--- src/rtl/univ_shift_reg.sv ---
// Universal shift register: shift/rotate both ways, parallel load, clear, word framing counter.
// Latency: q, shift_cnt and word_done update one cycle after the sampling edge.
// Backpressure: none; en=0 freezes q and shift_cnt (word_done drops) for as long as it is low.
//
// Ports:
//   clk, rst          rising-edge clock, synchronous active-high reset
//   en, mode          operation enable and 3-bit operation select
//   sin_lsb, sin_msb  serial inputs for SHL (enters bit 0) and SHR (enters bit WIDTH-1)
//   pin               parallel load data
//   q                 registered contents; sout_msb/sout_lsb are its end bits
//   shift_cnt         shift events since the last load/clear/wrap
//   word_done         one-cycle strobe, high while q holds a completed WIDTH-shift word
module univ_shift_reg #(
    parameter int               WIDTH   = 4,
    parameter logic [WIDTH-1:0] RST_VAL = '0,
    localparam int              CW      = (WIDTH > 2) ? $clog2(WIDTH) : 1
) (
    input  logic             clk,
    input  logic             rst,
    input  logic             en,
    input  logic [2:0]       mode,
    input  logic             sin_lsb,
    input  logic             sin_msb,
    input  logic [WIDTH-1:0] pin,
    output logic [WIDTH-1:0] q,
    output logic             sout_msb,
    output logic             sout_lsb,
    output logic [CW-1:0]    shift_cnt,
    output logic             word_done
);

    localparam logic [2:0] MODE_HOLD = 3'b000;
    localparam logic [2:0] MODE_SHL  = 3'b001;
    localparam logic [2:0] MODE_SHR  = 3'b010;
    localparam logic [2:0] MODE_ROL  = 3'b011;
    localparam logic [2:0] MODE_ROR  = 3'b100;
    localparam logic [2:0] MODE_LOAD = 3'b101;
    localparam logic [2:0] MODE_CLR  = 3'b110;

    // Last count value before a wrap; the word is complete on the shift that leaves this value.
    localparam logic [CW-1:0] CNT_MAX = CW'(WIDTH - 1);

    logic [WIDTH-1:0] q_nxt;
    logic             shift_evt;
    logic             restart;

    // Next-state data path. Each arm reads only the inputs its mode uses, so an
    // undriven serial or parallel input cannot leak into q in an unrelated mode.
    always_comb begin
        q_nxt     = q;
        shift_evt = 1'b0;
        restart   = 1'b0;
        case (mode)
            MODE_HOLD: ;
            MODE_SHL: begin
                q_nxt     = {q[WIDTH-2:0], sin_lsb};
                shift_evt = 1'b1;
            end
            MODE_SHR: begin
                q_nxt     = {sin_msb, q[WIDTH-1:1]};
                shift_evt = 1'b1;
            end
            MODE_ROL: begin
                q_nxt     = {q[WIDTH-2:0], q[WIDTH-1]};
                shift_evt = 1'b1;
            end
            MODE_ROR: begin
                q_nxt     = {q[0], q[WIDTH-1:1]};
                shift_evt = 1'b1;
            end
            MODE_LOAD: begin
                q_nxt   = pin;
                restart = 1'b1;
            end
            MODE_CLR: begin
                q_nxt   = RST_VAL;
                restart = 1'b1;
            end
            default: ; // reserved code holds like HOLD
        endcase
    end

    always_ff @(posedge clk) begin
        if (rst) begin
            q         <= RST_VAL;
            shift_cnt <= '0;
            word_done <= 1'b0;
        end else begin
            // Strobe defaults low so it can only ever last the one cycle after a wrap.
            word_done <= 1'b0;
            if (en) begin
                q <= q_nxt;
                if (restart) begin
                    // A load/clear on the would-be wrap cycle wins: framing restarts, no strobe.
                    shift_cnt <= '0;
                end else if (shift_evt) begin
                    if (shift_cnt == CNT_MAX) begin
                        shift_cnt <= '0;
                        word_done <= 1'b1;
                    end else begin
                        shift_cnt <= shift_cnt + CW'(1);
                    end
                end
            end
        end
    end

    assign sout_msb = q[WIDTH-1];
    assign sout_lsb = q[0];

endmodule

--- config.mk ---
export PLATFORM = sky130hd
export DESIGN_NAME = univ_shift_reg
export DESIGN_NICKNAME = d
export VERILOG_FILES = /design/src/rtl/univ_shift_reg.sv
export SDC_FILE = /design/constraint.sdc
export NUM_CORES = 1
export LEC_CHECK = 0
export BUFFER_PORTS_ARGS = -buffer_cell sky130_fd_sc_hd__buf_2
export CORE_AREA = 2 2 39 41
export CTS_BUF_LIST = sky130_fd_sc_hd__clkbuf_8 sky130_fd_sc_hd__clkbuf_16
export CTS_CLUSTER_DIAMETER = 120
export DETAILED_ROUTE_END_ITERATION = 16
export DIE_AREA = 0 0 41 43
export GPL_TIMING_DRIVEN = 1
export HOLD_SLACK_MARGIN = 0.12
export PLACE_DENSITY = 0.76
export SYNTH_ARGS = -nofsm -noshare
export SYNTH_HDL_FRONTEND = slang
export SYNTH_SLANG_ARGS = --single-unit
--- constraint.sdc ---
create_clock -name clk -period 1.1 [get_ports clk]
set_input_delay 0.165 -clock clk [delete_from_list [all_inputs] [get_ports clk]]
set_output_delay 0.165 -clock clk [all_outputs]
set_load 0.01 [all_outputs]
### Word level (Yosys, flattened, before mapping)

Index checks and enable logic that the tools add are counted.

| cells by class | value |
|---|---|
| div/mod/pow operators | 0 |
| equal/unequal tests | 7 |
| bitwise gates (word level) | 2 |
| shift-type cells | 0 |
| reduce and logical (&&, ||, !) cells | 7 |
| order comparisons | 0 |
| add/subtract/negate cells | 1 |
| $mul | 0 |
| multiplexer cells | 7 |

Operators with widths:

| operator | count |
|---|---|
| $pmux 4 s6 | 1 |
| $eq 3x3->1 const B | 3 |
| $reduce_or 4->1 | 2 |
| $eq 3x2->1 const B | 2 |
| $mux 2 | 3 |
| $reduce_bool 6->1 | 1 |
| $reduce_and 2->1 | 2 |
| $eq 3x1->1 const B | 1 |
| $mux 1 | 3 |
| $add 2x1->2 const B | 1 |
| $eq 2x2->1 const B | 1 |
| $not 1->1 | 2 |
| $reduce_bool 2->1 | 1 |
| $reduce_or 2->1 | 1 |

| word-level totals | value |
|---|---|
| output and inout port bits | 9 |
| word-level logic and storage cells | 27 |
| latch bits | 0 |
| RAM bits | 0 |
| ROM bits | 0 |
| flip-flop bits (word level) | 7 |
| memories | 0 |

### Longest topological paths before layout

Gate-level depths: netlist (run 1).

| depth | value |
|---|---|
| depth after elaboration | 5 |
| mapped depth | 4 |

### Worst setup path after synthesis (run 1)

OpenSTA, ideal clock, no wires.

| timing path | value |
|---|---|
| kind | input-to-reg |
| start point | input port mode[0] |
| end point | register shift_cnt[1] |
| stages on the path | 3 |
| path buffers | 0 |
| slack | 17 ps |
| arrival | 966 ps |
| cell sequence | or3_4 -> and4b_4 -> a22o_1 |

| on the way | value |
|---|---|
| word-level cells in the longest chain between the ends | 5 |
| elaborated cells on any way between the ends | 13 |
| classes of those cells | eq/ne: 6; mux: 3; reduce/logical: 4 |

Ends and longest elaborated chain:

| what | line | source |
|---|---|---|
| from (decl) | 21 | `input logic [2:0] mode,` |
| $eq 3x3->1, or another cell as far along | 53 | `case (mode)` |
| $reduce_or 4->1 (no source line) / $reduce_or 2->1 (equally long branches) | - |  |
| $mux 1 | 53 |  |
| $reduce_bool 2->1 (no source line) | - |  |
| $reduce_and 2->1 (no source line) | - |  |
| to (signal assigned) | 101 | `shift_cnt <= shift_cnt + CW'(1);` |
| to (decl) | 28 | `output logic [CW-1:0] shift_cnt,` |

Parallel ways exist; a longest one is shown, timed or not.
A chain may end at the register's enable or synchronous reset.

### Worst setup path in the final report (run 1)

| timing path | value |
|---|---|
| start point | register q[3] |
| end point | register q[0] |

| on the way | value |
|---|---|
| word-level cells in the longest chain between the ends | 1 |

Ends and longest elaborated chain:

| what | line | source |
|---|---|---|
| from (decl) | 25 | `output logic [WIDTH-1:0] q,` |
| from (signal assigned) | 92 | `q <= q_nxt;` |
| $pmux 4 s6 | 53 |  |

Every way passes these cells.

==> impl_results.md, run 1 <==
* Period utilisation layout at 91.0%
* Diodes inserted at 0
* Nature of the critical path endpoint: register
* DP Cell Count at 86
* GP Congestion at 0.847
* Placement Cell Area at 582 um^2
* Largest net degree at the start of global routing at 16
* Synth Cell Area at 472 um^2
* CTS Buf Count at 3
* Total I/O pin count at 21
* Rows at 14
* Crit-path max FO at 5
* Most common cell in the netlist: dfxtp_1
* Max frequency at 999 MHz
* Required @ worst endpoint at 1.21 ns
* Clock Skew at 0.000771 ns
* Reg2Reg Depth at 3
* Hold buffers post-CTS at 0
* Initial antenna violation count at 0
* Hold WS at 0.192 ns
* Layout cell share with drive strength beyond 1 at 43.2%
* # resized after CTS at 0
* Post-route insts no fill at 90
* Post-route DRC at 0
* Die Height at 43 um
* Core Region at 0.00138 mm^2
* Clock power share at 44.1%
* GRT overflow at 0
* Pwr per Cell Area at 1270 mW/mm^2
* Design area at 628 um^2
* CTS root buffer: clkbuf_8
* Psw at 0.207 mW
* Maximum VDD drop at 330 uV
* Final #Nets at 88
* Crit Path Category: reg -> reg
* Clk sinks at 7
* Synth top area cells: dfxtp_1 30%, buf_4 6.4%, a31oi_1 5.3%
* Mapped Nets at 65
* Max-cap violations at 0
* Mean post-synth cell area at 9.07 um^2
* Vias in the first global route at 402
* Comb pwr share at 19.7%
* Post-route antenna net violation count at 0
* Endpoints failing setup at 0
* P_int at 0.591 mW
* Synth Warn # at 0
* Post-synthesis sequential area ratio at 29.7%
* Async set-reset flop share out of synthesis at 0%
* Number of distinct library cells after synthesis at 28
* Post-Syn Instances at 52
* Share of the synthesized area in the top cell type at 29.7%
* Critical Path Source Type: register
* Global-route usage over all layers at 14.9%
* Net Sw Frac at 26.0%
* Cell taking the most area after synthesis: dfxtp_1
* CTS tree: built
* Status: finished, final reports clean
* Worst Path Arrival at 1.12 ns
* Final hold vios at 0
* Predominant post-synthesis flop cell: dfxtp_1
* Via density per instance at 5.40
* Period minus WS final at 1.00 ns
* Place WS at -0.115 ns
* Worst setup margin at 0.0992 ns
* Slew @ Worst Pin at 0.352 ns
* Vias at 486
* First-pass GRT wire length at 1.75 mm
* Synth-to-Final Area Change at 33.2%
* Full die area at 0.00176 mm^2
* EDFF count, synth at 0
* CTS Buffer Depth at 2
* Yosys reg bits at 7
* Setup repair bufs after CTS at 0
* TritonRoute pass-1 iters at 4
* Sequential Power Share at 36.3%
* WHS Path Cells at 2
* Worst-skew pair later-pin latency at 0.23 ns
* Hpwl dp at 834 um
* Synth cell count leaders: 7 x dfxtp_1, 4 x a31oi_1, 4 x buf_4, 4 x o21ai_0, 3 x nand2b_1
* # H-tree levels at 1
* Buffers on Ports at 20
* Worst rel slew slack at 75.9%
* Reg clk slew, reported paths at 0.04 ns
* Leak at 0.278 nW
* Initial Util at 34.1%
* WL per Instance at 12.1 um
* Hold Path Class: in -> reg
* Final Max Slew Viols at 0
* RSZ-0062 raised after global routing: no
* DRT Wirelength at 1.09 mm
* Die width at 41 um
* Initial DRC count at 5
* Final core utilization at 45.4%
[layout by cell type, fill, tap and decap left out, types with 2 or more instances in the layout]
cell	count
buf_2	20
dfxtp_1	6
o21ai_0	4
a31oi_1	4
buf_4	4
nand2b_1	3
clkbuf_8	3
o221ai_1	2
nor2_1	2
a311oi_1	2
nand3b_1	2
a22o_1	2
inv_1	2
nor3b_1	2
[final cells by class]
class | instances | area [um^2]
Inverter | 1 | 3.75
Timing Repair Buffer | 24 | 130
Sequential cell | 7 | 141
Clock buffer | 3 | 41.3
Clock inverter | 1 | 3.75
Fill cell | 151 | 756
Tap cell | 16 | 20.0
Multi-Input combinational cell | 38 | 288
[critical path: stages (launching register included)]
cell and delay [ns]:
dfxtp_1 0.34, nor3b_1 0.20, o21ai_1 0.10, a32o_1 0.24
[cell families after synthesis]
logic type | synth area share, %
DFF | 29.7
adders and majority gates | 2.65
and+or+nand+nor | 24.1
buffers and inverters | 9.28
AOI/OAI and AO/OA | 34.2
[stage by stage]
stage / power (mW) / setup TNS (ns)
after global routing: 0.843 / 0
after floorplan: 0.392 / 0
after global placement: 0.447 / -0.475
after CTS: 0.809 / 0
after detailed placement: 0.451 / -0.564
final: 0.798 / 0
[power by group through the flow]
stage,registers (mW),logic [mW],clock network [mW]
finish,0.289,0.157,0.352
global route,0.293,0.173,0.377
CTS,0.289,0.158,0.361
detailed placement,0.293,0.158,0
global placement,0.293,0.154,0
floorplan,0.296,0.0956,0
[final timing paths]
path | start | slack [ns] | to
hold reg to reg | q[0] | 0.51 | q[0]
hold / removal | rst | 0.19 | q[1]
setup reg to reg | q[3] | 0.1 | q[0]
setup / recovery | q[3] | 0.1 | q[0]
[flip-flops by register name (all words and copies together), names as in the netlist]
| register | cells |
|---|---|
| shift_cnt | 2 |
| word_done | 1 |
| q | 4 |
[layer usage]
layer / global-route usage [%] / wire (um)
met3: 3.14 / 49
met1: 18.8 / 484
met4: 12.0 / 42
met5: 0 / 0
met2: 20.6 / 517
Note: power is estimated with default switching activity, not from simulation.
==> run 2, diff against run 1 <==
Settings changed: CORE_AREA 2 2 39 41 to 4 4 41 43, DIE_AREA 0 0 41 43 to 0 0 45 47.
==> run 2 against run 1 <==
Net effect: clock power is 3% lower; final area decreased by 0.20%; highest routed layer is now met3; clock skew up 0.00070 ns; sequential cell count unchanged; combinational power hardly changed; worst setup slack got worse by 0.015 ns; core utilization is 2.8 points higher; largest power group unchanged.
==> impl_results.md, run 2 (synthesis results as in run 1) <==
* GP Congestion at 0.758 (-10%)
* Worst Path Arrival at 1.15 ns (+0.03 ns)
* Nature of the critical path endpoint: register
* Slew @ Worst Pin at 0.362 ns (+0.00977 ns)
* Initial Util at 36.2% (+2.2 points)
* Via density per instance at 5.81 (+7.6%)
* Leak at 0.278 nW (unchanged)
* Final hold vios at 0 (unchanged)
* GRT busiest layer: met2
* Endpoints failing setup at 0 (unchanged)
* Hold Path Class: in -> reg
* Global-route usage over all layers at 13.1% (-1.8 points)
* Period minus WS final at 1.02 ns (+0.0154 ns)
* Sequential Power Share at 36.6% (+0.3 points)
* TritonRoute pass-1 iters at 3 (-1)
* CTS root buffer: clkbuf_8
* CTS Buf Count at 3 (unchanged)
* Met1 Usage GRT at 13.7% (-5.2 points)
* Clock power share at 43.2% (-0.9 points)
* Setup TNS at 0 ns (unchanged)
* Commonest non-fill, non-tap cell in the layout: buf_2
* CTS Buffer Depth at 2 (unchanged)
* Status: finished, final reports clean
* Hold buffers post-CTS at 0 (unchanged)
* Synth-to-Final Area Change at 32.9%
* Vias in the first global route at 488 (+21%)
* Post-route antenna net violation count at 0 (unchanged)
* Crit Path Category: reg -> reg
* Final #Nets at 88 (unchanged)
* Vias at 517 (+6.4%)
* Diodes inserted at 0 (unchanged)
* Period utilisation layout at 92.4% (+1.4 points)
* CP startpoint: q[0]
* Psw at 0.201 mW (-2.9%)
* Die Height at 47 um (+9.3%)
* Reg clk slew, reported paths at 0.04 ns (about the same)
* Rows at 13 (-1)
* Commonest cells after routing, fill and taps aside: 20 x buf_2, 6 x dfxtp_1, 4 x o21ai_0, 4 x a31oi_1, 4 x buf_4
* Cell family with most CP delay: compound AO/OA/AOI/OAI gates
* Full die area at 0.00212 mm^2 (+20%)
* Largest net degree at the start of global routing at 16 (unchanged)
* Hpwl dp at 941 um (+13%)
* RSZ-0062 raised after global routing: no
* Core Region at 0.00130 mm^2 (-6.0%)
* Slowest cell on crit path: dfxtp_2
* Buffers on Ports at 20 (unchanged)
* Hold WS at 0.196 ns (+0.00387 ns)
* Initial DRC count at 18 (+13)
* WP buf/inv at 0 (unchanged)
* Final Max Slew Viols at 0 (unchanged)
* Clk sinks at 7 (unchanged)
* Tot Pwr at 0.791 mW (-0.82%)
* GR Util met3 at 7.28% (+4.1 points)
* Place WS at -0.119 ns (-0.00311 ns)
* Crit-path max FO at 5 (unchanged)
* Largest register FFs at 4 (unchanged)
* # H-tree levels at 1 (unchanged)
* Total I/O pin count at 21 (unchanged)
* Required @ worst endpoint at 1.23 ns (+0.02 ns)
* Maximum VDD drop at 614 uV (+86%)
* WL per Instance at 13.7 um (+13%)
* Pwr per Cell Area at 1260 mW/mm^2 (-0.63%)
* Max incr delay on CP at 0.36 ns (+0.02 ns)
* Die width at 45 um (+9.8%)
* DRT Wirelength at 1.22 mm (+12%)
* Met2 usage at 23.7% (+3.1 points)
* Min-delay src: rst
* Critical path, cell by cell: nand3b_1 -> a21o_1 -> a311oi_2
* Biggest register: q
* Clock Skew at 0.00147 ns (+0.000703 ns)
* Worst setup margin at 0.0838 ns (-0.0154 ns)
* Setup repair bufs after CTS at 0 (unchanged)
* P_int at 0.590 mW (-0.11%)
* First-pass GRT wire length at 1.98 mm (+13%)
* Initial antenna violation count at 0 (unchanged)
* Fill cells at 140 (-7.3%)
* Max-cap violations at 0 (unchanged)
* Max frequency at 984 MHz (-1.5%)
* R2r startpoint: q[0]
* Layout cell share with drive strength beyond 1 at 43.2% (unchanged)
* CTS tree: built
* Worst rel slew slack at 75.2% (-0.67 points)
* GRT overflow at 0 (unchanged)
* Net Sw Frac at 25.4% (-0.53 points)
* Post-route DRC at 0 (unchanged)
* Largest registers: q x4, shift_cnt x2, word_done x1
* Worst-skew pair later-pin latency at 0.22 ns (about the same)
* Comb pwr share at 20.2% (+0.5 points)
* Critical Path Source Type: register
-- run 2: cell counts in the layout (fill, tap and decap cells not counted) --
Identical to the previous run, type by type.
-- run 2: power by group through the flow --
stage	logic (mW)	registers, mW	clock network [mW]
2_1_floorplan	0.0956	0.296	0
3_3_place_gp	0.154	0.292	0
3_5_place_dp	0.159	0.293	0
4_1_cts	0.160	0.289	0.353
5_1_grt	0.178	0.292	0.369
6_report	0.160	0.289	0.342
-- run 2: worst paths after layout --
kind / to / slack (ns) / depth (start not counted)
max: q[3] / 0.08 / 3
min: q[3] / 0.20 / 2
max reg2reg: q[3] / 0.08 / 3
min reg2reg: shift_cnt[1] / 0.50 / 1
-- run 2: worst reg2reg max path, delay by kind of cell (launching register included) --
kind / cells / cell delay (ns)
and+or+nand+nor: 1 / 0.10
DFF: 1 / 0.36
AOI/OAI and AO/OA: 2 / 0.47
-- run 2: final cells by class --
cell class	instances	area, um^2	share of cell area [%]
clock buffers	3	41.3	6.59
clock inverters	1	3.75	0.599
inverters	1	3.75	0.599
multi-input cells	38	288	45.9
flip-flops and latches	7	141	22.6
well taps	15	18.8	2.99
repair buffers	24	130	20.8
-- run 2: through the flow --
step	instance area, um^2	std cells	utilization (%)
6_report	627	89	48.2
2_1_floorplan	472	52	-
5_1_grt	627	89	48.2
4_1_cts	626	89	48.1
3_3_place_gp	581	85	44.6
3_5_place_dp	581	85	44.6
-- run 2: timing repair --
action	4_1_cts	5_1_grt
setup endpoints to repair	0	1
hold endpoints to repair	0	0
gates resized for setup	0	1
-- run 2: metal layers --
| layer | part of all wire (%) | routed length, um | vias up |
|---|---|---|---|
| li1 | - | - | 251 |
| met1 | 42 | 508 | 251 |
| met2 | 50 | 609 | 15 |
| met3 | 8.5 | 104 | 0 |
| met4 | 0 | 0 | 0 |
| met5 | 0 | 0 | - |
